[config.mk]
export PLATFORM = sky130hd
export DESIGN_NAME = conv_engine
export DESIGN_NICKNAME = d
export VERILOG_FILES = /design/src/rtl/conv_pkg.sv /design/src/rtl/conv_mac.sv /design/src/rtl/conv_engine.sv
export SDC_FILE = /design/constraint.sdc
export NUM_CORES = 1
export LEC_CHECK = 0
export ABC_AREA = 1
export BUFFER_PORTS_ARGS = -buffer_cell sky130_fd_sc_hd__buf_2
export CAP_MARGIN = 20
export CORE_UTILIZATION = 41
export CTS_CLUSTER_SIZE = 8
export DETAILED_ROUTE_END_ITERATION = 10
export PLACE_DENSITY = 0.53
export REMOVE_ABC_BUFFERS = 1
export SYNTH_ARGS = -nofsm -noshare
export SYNTH_HDL_FRONTEND = slang
export SYNTH_SLANG_ARGS = --single-unit
[constraint.sdc]
create_clock -name clk -period 17.25 [get_ports clk]
set_clock_uncertainty 0.1 [all_clocks]
set_input_delay 0.8625 -clock clk [delete_from_list [all_inputs] [get_ports clk]]
set_output_delay 0.8625 -clock clk [all_outputs]
set_load 0.02 [all_outputs]
[src/rtl/conv_pkg.sv]
// conv_pkg: FSM state type and size helpers shared by conv_engine and conv_mac.
// Contents: state_t (IDLE/RUN/HOLD/DONE), calc_m (output side), calc_accw (accumulator width), bits (counter width, min 1).
package conv_pkg;
  typedef enum logic [1:0] {IDLE, RUN, HOLD, DONE} state_t;
  function automatic int calc_m(input int n, input int k);
    return n - k + 1;
  endfunction
  function automatic int calc_accw(input int dw, input int k);
    return 2 * dw + $clog2(k * k);
  endfunction
  function automatic int bits(input int v);
    return v < 2 ? 1 : $clog2(v);
  endfunction
endpackage

[src/rtl/conv_mac.sv]
// conv_mac: registered signed multiply-accumulate with clear and enable.
// Ports: clk, rst (sync, active-high), clr (zero acc), en (acc += a*b), a/b (signed DW), acc (signed ACCW).
module conv_mac #(
  parameter int DW = 8,
  parameter int ACCW = 20
) (
  input  logic                   clk,
  input  logic                   rst,
  input  logic                   clr,
  input  logic                   en,
  input  logic signed [DW-1:0]   a,
  input  logic signed [DW-1:0]   b,
  output logic signed [ACCW-1:0] acc
);
  logic signed [2*DW-1:0] p;
  assign p = a * b;
  always_ff @(posedge clk)
    acc <= (rst || clr) ? '0 : en ? acc + ACCW'(p) : acc;
endmodule

[src/rtl/conv_engine.sv]
// conv_engine: sequential KxK valid convolution over an NxN signed image, one MAC per cycle.
// Ports: clk, rst (sync, active-high); wr_en/wr_sel/wr_addr/wr_data load image (sel=0) or kernel (sel=1) while idle;
// start begins a run; busy covers RUN/HOLD/DONE; out_valid/out_ready/out_data/out_idx hand out one result per window;
// done pulses once after the last result is accepted.
// Build option: define CONV_ENGINE_RELU_EN to clamp negative results to zero.
module conv_engine
  import conv_pkg::*;
#(
  parameter int DW = 8,
  parameter int N = 4,
  parameter int K = 3,
  localparam int M = calc_m(N, K),
  localparam int ACCW = calc_accw(DW, K)
) (
  input  logic                         clk,
  input  logic                         rst,
  input  logic                         wr_en,
  input  logic                         wr_sel,
  input  logic [$clog2(N*N)-1:0]       wr_addr,
  input  logic signed [DW-1:0]         wr_data,
  input  logic                         start,
  output logic                         busy,
  output logic                         out_valid,
  input  logic                         out_ready,
  output logic signed [ACCW-1:0]       out_data,
  output logic [$clog2(M*M)-1:0]       out_idx,
  output logic                         done
);
  localparam int KK = K * K;
  localparam int MM = M * M;
  localparam int AW = $clog2(N * N);
  localparam int KAW = bits(KK);
  localparam int KW = bits(K);
  localparam int MW = bits(M);
  localparam int TW = bits(KK + 1);
  localparam int IW = $clog2(MM);
  if (K > N) begin : g_bad_k
    $error("conv_engine: K must not exceed N");
  end
  state_t state, nxt;
  logic signed [DW-1:0] img [N*N];
  logic signed [DW-1:0] ker [KK];
  logic signed [DW-1:0] pix, wgt;
  logic signed [ACCW-1:0] acc, res;
  logic [MW-1:0] wrow, wcol;
  logic [IW-1:0] widx;
  logic [KW-1:0] ti, tj;
  logic [TW-1:0] tc;
  logic term_end, win_last, hs, go;
  int ia, ka;
  assign term_end = tc == TW'(KK);
  assign win_last = widx == IW'(MM - 1);
  assign go = state == IDLE && start;
  assign hs = state == HOLD && out_ready;
  assign busy = state != IDLE;
  assign out_valid = state == HOLD;
  assign done = state == DONE;
  // Storage is deliberately outside reset so a run can be repeated without reloading.
  always_ff @(posedge clk)
    if (!rst && state == IDLE && wr_en)
      if (wr_sel) begin
        if (int'(wr_addr) < KK) ker[wr_addr[KAW-1:0]] <= wr_data;
      end else if (int'(wr_addr) < N * N) img[wr_addr] <= wr_data;
  // On the final RUN cycle ti steps past K-1; the fetched operands are unused since the MAC is disabled.
  always_comb begin
    ia = (int'(wrow) + int'(ti)) * N + int'(wcol) + int'(tj);
    ka = int'(ti) * K + int'(tj);
    pix = img[ia[AW-1:0]];
    wgt = ker[ka[KAW-1:0]];
  end
`ifdef CONV_ENGINE_RELU_EN
  assign res = acc[ACCW-1] ? '0 : acc;
`else
  assign res = acc;
`endif
  always_comb begin
    nxt = state;
    case (state)
      IDLE:    nxt = start ? RUN : IDLE;
      RUN:     nxt = term_end ? HOLD : RUN;
      HOLD:    nxt = out_ready ? (win_last ? DONE : RUN) : HOLD;
      default: nxt = IDLE;
    endcase
  end
  always_ff @(posedge clk)
    state <= rst ? IDLE : nxt;
  always_ff @(posedge clk)
    if (rst) begin
      out_data <= '0;
      out_idx <= '0;
    end else if (state == RUN && term_end) begin
      out_data <= res;
      out_idx <= widx;
    end
  // RUN spends K*K cycles accumulating and one more cycle (term_end) registering the result.
  always_ff @(posedge clk)
    if (rst || go || hs) begin
      tc <= '0;
      ti <= '0;
      tj <= '0;
    end else if (state == RUN && !term_end) begin
      tc <= tc + 1'b1;
      tj <= tj == KW'(K - 1) ? '0 : tj + 1'b1;
      ti <= tj == KW'(K - 1) ? ti + 1'b1 : ti;
    end
  always_ff @(posedge clk)
    if (rst || go || (hs && win_last)) begin
      wrow <= '0;
      wcol <= '0;
      widx <= '0;
    end else if (hs) begin
      widx <= widx + 1'b1;
      wcol <= wcol == MW'(M - 1) ? '0 : wcol + 1'b1;
      wrow <= wcol == MW'(M - 1) ? wrow + 1'b1 : wrow;
    end
  conv_mac #(.DW(DW), .ACCW(ACCW)) u_mac (
    .clk(clk),
    .rst(rst),
    .clr(go || hs),
    .en(state == RUN && !term_end),
    .a(pix),
    .b(wgt),
    .acc(acc)
  );
endmodule

# ---- After elaboration in Yosys (flattened, before gate mapping)
# Memories as Yosys holds them, arrays and structs flattened.
# Cells that the tools add are included.
dict set report op_classes {
  multipliers 2
  n_eq_ne 6
  magnitude_cmp 1
  n_reduce_logical 18
  add_sub_neg 11
  muxes 14
}
# cell count
set op_table {}
lappend op_table {{adder 20 bit} 1}
lappend op_table {{multiplier 8 x 8 -> 16 bit} 1}
lappend op_table {{two-way mux 1 bit} 9}
lappend op_table {{adder 4 x 2 -> 4 bit} 2}
lappend op_table {{equality test 2 bit (second input constant)} 4}
lappend op_table {{two-way mux 2 bit} 4}
lappend op_table {{logical AND 1 bit} 7}
lappend op_table {{adder 2 x 1 -> 2 bit (second input constant)} 3}
lappend op_table {{one-hot mux 2 bit (3 select lines)} 1}
lappend op_table {{logical OR 1 bit} 5}
lappend op_table {{adder 4 x 1 -> 4 bit} 1}
lappend op_table {{adder 4 x 1 -> 4 bit (second input constant)} 1}
lappend op_table {{equality test 4 bit (second input constant)} 1}
lappend op_table {{less-than comparator 4 bit (second input constant)} 1}
lappend op_table {{multiplier 2 x 2 -> 4 bit (second input constant)} 1}
lappend op_table {{AND reduction 2 bit} 2}
lappend op_table {{adder 1 bit (second input constant)} 2}
lappend op_table {{adder 1 x 2 -> 2 bit} 1}
lappend op_table {{equality test 2 x 1 -> 1 bit (second input constant)} 1}
lappend op_table {{logical NOT 1 bit} 2}
lappend op_table {{logical NOT 2 bit} 1}
lappend op_table {{nonzero test 2 bit} 1}
dict set report totals {
  memories 2
  word_cells 64
  out_inout_bits 25
  ff_bits 56
  inputBits 18
  mem_bits_rw 200
}
# name depth word_bits read_ports rd_ports_with_merged_regs wr line_no
set mem_list {}
lappend mem_list {img 16 8 1 0 1 conv_engine.sv:41} ;# logic signed [DW-1:0] img [N*N];
lappend mem_list {ker 9 8 1 0 1 conv_engine.sv:42} ;# logic signed [DW-1:0] ker [KK];

# ---- Longest topological paths before layout
# Gate-level depths: netlist of run 1.
# An unclocked memory read counts as a cell.
dict set report logic_depth {
  word_depth 6
  depth_mapped 44
  mapped_depth_nobuf 42
}

# ---- Hierarchy
# A second synthesis of run 1 with hierarchy kept.
dict set report hier_totals {
  hier_cells 1715
  hier_area_um2 14791.7
}
# mod cells_per_inst seq_area_each_um2 area_each_um2 instances
set modules_own_cells {}
lappend modules_own_cells {conv_engine 1044 6726.5 10251.1 1}
lappend modules_own_cells {conv_mac 671 400.4 4540.6 1}

# ---- Worst setup path before layout of run 1
# No wires, ideal clock.
dict set report synth_path {
  kind {register to register}
  start {register ti[1]}
  end {register u_mac.acc[18]}
  synth_period_minus_slack_ps 7460
  required_ps 17035
  n_path_buf 1
  path_slack_ps 9790
  t_arrival_ps 7244
  setup_time_ps 115
  stages_incl_launch_ff 37
  path_cell_list {dfxtp_1 -> inv_1 -> fa_1 -> inv_1 -> ha_1 -> inv_1 -> fa_1 -> clkbuf_1 -> inv_1 -> nand3_1 -> nand3_1 -> o21ai_1 -> nor2_1 -> fa_1 -> inv_1 -> fa_1 -> inv_1 -> fa_1 -> inv_1 -> fa_1 -> inv_1 -> ha_1 -> nand2_1 -> nor2_1 -> nand3_1 -> nand3_1 -> nand3_1 -> nand2_1 -> inv_1 -> ha_1 -> nand2_1 -> nor4_1 -> nand4_1 -> nand3_1 -> nor2_1 -> o21ai_0 -> inv_1}
}
dict set report synth_via {
  elab_chain_cells 6
  elab_cells_between_ends 9
  cone_classes {add/sub: 5; mul: 2; memory: 2}
}
# item line_no
set synth_lines {}
lappend synth_lines {{from (decl)} conv_engine.sv:47} ;# logic [KW-1:0] ti, tj;
lappend synth_lines {{from (signal assigned)} conv_engine.sv:104} ;# ti <= tj == KW'(K - 1) ? ti + 1'b1 : ti;
lappend synth_lines {{adder 1 x 2 -> 2 bit} conv_engine.sv:66} ;# ia = (int'(wrow) + int'(ti)) * N + int'(wcol) + int'(tj);
lappend synth_lines {{adder 4 x 1 -> 4 bit} conv_engine.sv:66}
lappend synth_lines {{adder 4 x 2 -> 4 bit} conv_engine.sv:66}
lappend synth_lines {{memory (16 x 8 bit)} n/a}
lappend synth_lines {{multiplier 8 x 8 -> 16 bit *} conv_mac.sv:16} ;# assign p = a * b;
lappend synth_lines {{adder 20 bit *} conv_mac.sv:18} ;# acc <= (rst || clr) ? '0 : en ? acc + ACCW'(p) : acc;
lappend synth_lines {{to (signal assigned)} conv_mac.sv:18}
lappend synth_lines {{to (decl)} conv_mac.sv:13} ;# output logic signed [ACCW-1:0] acc
# Mark *: on every way between the ends. The rest lies on a longest branch, timed or not.
# A chain may end at the register's enable or synchronous reset.

# ---- Worst setup path after layout of run 1
dict set report layout_path {
  start {register ti[0]}
  end {register u_mac.acc[19]}
}
# The elaborated chain is that of the path after synthesis.

==> impl_results.md, run 1 <==
* Area grow syn2layout at 12.48%
* Initial DRC count at 552
* Clk root buf: clkbuf_16
* Routability cong. at 0.8462
* Antenna viol nets, final at 0
* # Post-CTS Setup Buffers at 0
* Int Pwr at 1.397 mW
* Synth async-reset ratio at 0%
* Netlist cell types at 47
* Total Nets Final at 1596
* CTS buffer count at 38
* Cells after Synth at 1411
* Total track usage at 18.89%
* Synth top area share at 43.11%
* Fraction of layout cells with a size suffix above 1 at 8.770%
* Commonest non-fill, non-tap cell in the layout: nand2_1
* Period utilisation layout at 49.66%
* Clk Latency, worst-skew pair at 550 ps
* Final core area utilization at 46.84%
* Hold Vio Cnt, Final at 0
* Core ar. at 33450 sq um
* Slew @ Worst Pin at 1025 ps
* Most frequent cells in the layout: 224 x nand2_1, 200 x edfxtp_1, 195 x inv_1
* Seq pwr share at 30.3%
* Final worst path period need at 8566 ps
* Number of max-cap violations at 0
* Pleak at 6.637 nW
* Synth Warn # at 0
* Filler cells at 3181
* Worst slew margin at 31.41%
* Setup TNS at 0 ps
* Multi-input logic area at 5827 sq um
* Kind of critical path: reg -> reg
* Clock transition at path regs at 50 ps
* Die width at 186.3 um
* Gate power share at 40.0%
* Cell mode on critical path: inv_1
* Register area share after synthesis at 51.16%
* Die Height at 186.3 um
* Vias in the first global route at 9584
* Post-route DRC at 0
* HP Class: reg -> reg
* Initial DRT Pass Iterations at 5
* Synth Register Bits at 256
* Initial antenna violation count at 0
* CP max-delay cell: inv_1
* H-tree Lvls at 2
* Setup-violating endpoint count in the final report at 0
* Number of synthesized flops with an enable pin at 200
* Synth top area cells: edfxtp_1 43%, fa_1 8.5%, dfxtp_1 8.0%, nand2_1 6.0%, inv_1 5.3%
* Crit. End Element: flop
* Hold-fix buffers, CTS at 0
* Pwr/cell area at 143.3 nW/um^2
* Seq. cell area at 7127 sq um
* Synth Flop Type: edfxtp_1
* Post_cts resized at 0
* Row count at 67
* Crit path DAT at 8900 ps
* Status: finished clean
* Maximum fanout along the worst path at 29
* Effective utilization at floorplan at 41.65%
* Cell taking the most area after synthesis: edfxtp_1
* Clock sink total at 256
* First-pass GRT wire length at 51980 um
* Grt total ovfl at 0
* Wire length per cell at 16.75 um
* CP max stage delay at 640 ps
* IO Port Bufs at 42
* Post-Syn Area at 13930 sq um
* Antenna diode count at 0
* Clk buf depth at 3
* Syn avg cell area at 9.873 sq um
* Detail Placement HPWL at 22260 um
* Die area at 34720 sq um
* Vias per inst at 5.064
* CTS tree: done
* Slew Viols, Final at 0
* Critical Path RT at 17580 ps
* Routed via count at 9718
* Pin count of the biggest net entering global routing at 66
* Ports at 43
* VDD IR max at 0.00008752 V
* Switching Fraction at 37.78%
* Psw at 0.8483 mW
* Unrepaired setup endpoints after global routing: false
* Startpoint types: flop
* Clk network pwr share at 29.7%
* Drt total wl at 32140 um
* Fmax at 116.7 MHz
worst max-delay path: cells and delay by family (launching register included):
kind,cells,cell delay [ps]
AOI/OAI and AO/OA,8,1420
xor gates and xnor gates,1,150
adders and majority gates,8,3660
buffers and inverters,9,1110
DFF,1,420
and+or+nand+nor,14,1580
power groups by stage:
stage / Sequential (mW) / Clock (mW) / Combinational (mW)
after global routing: 0.681 / 0.707 / 1.03
final: 0.681 / 0.667 / 0.898
after global placement: 0.693 / 0 / 0.898
after floorplan: 0.690 / 0 / 0.698
after detailed placement: 0.693 / 0 / 0.902
after CTS: 0.681 / 0.682 / 0.906
stage by stage:
stage / setup WS (ps) / cell area, sq um / total power, mW / std cells / hold WS, ps
4_1_cts: 8618 / 15670 / 2.269 / 1919 / 370.3
5_1_grt: 7794 / 15670 / 2.423 / 1919 / 400.8
2_1_floorplan: 9397 / 13730 / 1.388 / 1367 / 333.3
3_5_place_dp: 8638 / 14600 / 1.595 / 1869 / 361.8
6_report: 8684 / 15670 / 2.246 / 1919 / 368.1
3_3_place_gp: 8825 / 14590 / 1.591 / 1868 / 353.5
per-layer routing:
layer / vias to the layer above / part of all wire [%] / track usage, %
met5: - / 0 / 0
met1: 4649 / 47 / 25.28
met2: 169 / 48 / 31.99
met4: 0 / 2.2 / 5.149
li1: 4847 / - / -
met3: 53 / 3.5 / 2.727
area by class of cell:
| class | count | area share, % |
|---|---|---|
| Timing Repair Buffer | 54 | 1.901 |
| Tap cell | 448 | 3.577 |
| Inverter | 209 | 5.023 |
| Clock inverter | 4 | 0.5670 |
| Clock buffer | 46 | 6.260 |
| Multi-Input combinational cell | 902 | 37.19 |
| Sequential cell | 256 | 45.48 |
registers in the layout, summed over array words and instances, names as in the netlist, 2 cells and up:
signal	flops
ker	72
out_idx	2
u_mac.acc	20
state	2
ti	2
tc	4
img	128
out_data	20
tj	2
widx	2
synthesized netlist by cell type, types with 5 or more instances:
library cell and instances:
nor2_1 150, xor2_1 11, nand3_1 59, a31oi_1 5, inv_2 13, edfxtp_1 200
nand2_1 224, o21ai_1 11, xnor2_1 12, nand4_1 7, buf_2 14, ha_1 58
dfxtp_1 56, inv_1 195, nor3_1 9, fa_1 59, a32o_1 12, a22oi_1 15
a21oi_1 123, o211ai_1 14, clkbuf_1 25, o21ai_0 76, mux2i_1 13
logic make-up (layout without fill, tap and decap cells):
family | after synthesis | after routing | share of synthesized area [%]
and+or+nand+nor | 466 | 466 | 13.63
buffers and inverters | 253 | 313 | 7.068
DFF | 256 | 256 | 51.16
xor gates and xnor gates | 25 | 25 | 1.760
muxes | 16 | 16 | 1.177
AOI/OAI and AO/OA | 278 | 278 | 11.51
adders and majority gates | 117 | 117 | 13.69
worst paths after layout:
path	start	to	slack [ps]	cells past startpoint
hold / removal	tc[3]	tc[3]	370	2
hold reg to reg	tc[3]	tc[3]	370	2
setup / recovery	ti[0]	u_mac.acc[19]	8680	40
setup reg to reg	ti[0]	u_mac.acc[19]	8680	40
No activity file was read; power rests on OpenSTA's default activity.
==> run 2: changes to the inputs <==
==> constraint.sdc (replaced) <==
create_clock -name clk -period 8.6 [get_ports clk]
set_clock_uncertainty 0.1 [all_clocks]
set_input_delay 0.43 -clock clk [delete_from_list [all_inputs] [get_ports clk]]
set_output_delay 0.43 -clock clk [all_outputs]
set_load 0.02 [all_outputs]
==> run 2 against run 1 <==
Effect of this change: final cell count grew 0.68%; sequential power increased by 100%; critical endpoint is now u_mac.acc[17]; die area did not move.
==> impl_results.md, run 2 (same netlist as run 1, synthesis figures left out) <==
* Status: finished clean
* Switching Fraction at 37.60% (-0.18 points)
* Clk buf depth at 3 (unchanged)
* Cell mode on critical path: inv_1
* Antenna diode count at 0 (unchanged)
* Unrepaired setup endpoints after global routing: false
* Number of max-cap violations at 0 (unchanged)
* CP max stage delay at 670 ps (+30 ps)
* Hold Vio Cnt, Final at 0 (unchanged)
* VDD IR max at 0.0001714 V (+96%)
* Die width at 186.3 um (unchanged)
* Detail Placement HPWL at 22340 um (+0.36%)
* Placed insts at 1873 (+0.21%)
* Drt total wl at 32330 um (+0.59%)
* Effective utilization at floorplan at 41.65% (unchanged)
* Commonest non-fill, non-tap cell in the layout: nand2_1
* Psw at 1.713 mW (+100%)
* Clk root buf: clkbuf_16
* Multi-input logic area at 5894 sq um (+1.2%)
* Clock transition at path regs at 50 ps (about the same)
* HP Class: in -> reg
* Total Nets Final at 1605 (+0.56%)
* Setup TNS at 0 ps (unchanged)
* Gate power share at 39.7% (-0.3 points)
* First-pass GRT wire length at 52100 um (+0.21%)
* Ports at 43 (unchanged)
* Antenna viol nets, final at 0 (unchanged)
* Grt total ovfl at 0 (unchanged)
* Wire length per cell at 16.73 um (about the same)
* Area grow syn2layout at 13.85%
* Depth of the worst hold-timing path at 3 (+1)
* Crit. End Element: flop
* Core ar. at 33450 sq um (unchanged)
* CP max-delay cell: fa_2
* Kind of critical path: reg -> reg
* Fmax at 124.2 MHz (+6.4%)
* Vias per inst at 5.057 (-0.14%)
* Worst r2r dst: u_mac.acc[17]
* Pin count of the biggest net entering global routing at 65 (-1.5%)
* Setup-violating endpoint count in the final report at 0 (unchanged)
* Initial DRC count at 657 (+19%)
* FF-to-FF path depth at 37 (-7.5%)
* Vias in the first global route at 9739 (+1.6%)
* Pleak at 6.698 nW (+0.92%)
* Pwr/cell area at 287.3 nW/um^2 (+100%)
* Routed via count at 9770 (+0.54%)
* Worst slew margin at 37.99% (+6.6 points)
* Row count at 67 (unchanged)
* DP Worst Slack at 87.51 ps (-8551 ps)
* Most frequent cells in the layout: 224 x nand2_1, 200 x edfxtp_1, 193 x inv_1
* Clock sink total at 256 (unchanged)
* Final core area utilization at 47.42% (+0.57 points)
* Post-route DRC at 0 (unchanged)
* Most flops, register: img
* Seq. cell area at 7127 sq um (unchanged)
* Clk Latency, worst-skew pair at 550 ps (about the same)
* Crit path DAT at 8380 ps (-520 ps)
* Die Height at 186.3 um (unchanged)
* Final worst path period need at 8051 ps (-514.5 ps)
* CTS tree: done
* H-tree Lvls at 2 (unchanged)
* Final non-filler cell total at 1932 (+0.68%)
* Int Pwr at 2.844 mW (+100%)
* Max FFs per register at 128 (unchanged)
* CTS buffer count at 38 (unchanged)
* WHS Endpoint: state[0]
* Initial DRT Pass Iterations at 5 (unchanged)
* Total power at 4.557 mW (+100%)
* Slew @ Worst Pin at 930.2 ps (-94.83 ps)
* Period utilisation layout at 93.62% (+44 points)
* Seq pwr share at 30.0% (-0.3 points)
* Critical Path RT at 8930 ps (-8650 ps)
* Maximum fanout along the worst path at 10 (-66%)
* IO Port Bufs at 42 (unchanged)
* Worst hold path startpoint: start
* Die area at 34720 sq um (unchanged)
* R2r setup slk at 550 ps (-8140 ps)
* RR Startpoint: ti[1]
* Initial antenna violation count at 0 (unchanged)
* Slew Viols, Final at 0 (unchanged)
* Total track usage at 19.01% (+0.12 points)
* Startpoint types: flop
* Routability cong. at 0.8814 (+4.2%)
* Final WS setup at 548.9 ps (-8135 ps)
* Clk network pwr share at 30.3% (+0.6 points)
* Filler cells at 3147 (-1.1%)
* Fraction of layout cells with a size suffix above 1 at 10.11% (+1.3 points)
[run 2: cell count changes in the layout (fill, tap and decap cells not counted), sizes merged]
cell / change
dlygate4sd3: +1
bufinv: +1
clkbuf: +3
buf: +6
inv: -1
clkinvlp: +3
[run 2: how the worst max path moves through the flow]
stage,from,endpoint
global route,ti[0],u_mac.acc[19]
CTS,ti[1],u_mac.acc[18]
detailed placement,ti[1],u_mac.acc[18]
floorplan,tj[0],u_mac.acc[19]
global placement,ti[1],u_mac.acc[17]
finish,ti[1],u_mac.acc[17]
[run 2: per-layer routing]
layer	global-route usage (%)	vias to the layer above	part of all wire (%)
li1	-	4868	-
met1	25.75	4642	47
met2	30.67	200	46
met3	2.671	60	4.0
met4	7.883	0	3.1
met5	0	-	0
[run 2: through the flow]
step | cell area [sq um] | hold WS [ps]
floorplan | 13730 | 333.3
global placement | 14620 | 357.3
detailed placement | 14630 | 366.2
CTS | 15750 | 83.10
global route | 15860 | 119.3
finish | 15860 | 106.3
[run 2: power groups by stage]
stage	Combinational (mW)	Sequential, mW	Clock [mW]
5_1_grt	2.10	1.37	1.47
2_1_floorplan	1.40	1.38	0
3_5_place_dp	1.80	1.39	0
4_1_cts	1.81	1.37	1.42
6_report	1.81	1.37	1.38
3_3_place_gp	1.80	1.39	0
[run 2: final cells by class]
type | instances | area share [%]
flip-flops and latches | 256 | 44.94
multi-input cells | 902 | 37.16
inverters | 209 | 4.986
clock inverters | 5 | 0.7258
repair buffers | 61 | 2.304
well taps | 448 | 3.534
repair inverters | 2 | 0.09467
clock buffers | 49 | 6.256
[run 2: critical path, delay by kind of cell (launching register included)]
| family | cells | cell delay (ps) |
|---|---|---|
| XOR/XNOR | 1 | 70 |
| buffers and inverters | 11 | 940 |
| adder cells (fa/ha/maj) | 9 | 4250 |
| AND/OR/NAND/NOR | 14 | 1780 |
| flip-flops | 1 | 420 |
| AO/OA/AOI/OAI | 2 | 350 |
[run 2: repair_timing]
item | CTS | global route
setup buffers | 0 | 1
setup endpoints to repair | 0 | 7
hold buffers | 1 | 0
hold endpoints to repair | 2 | 0
gates resized for setup | 0 | 18
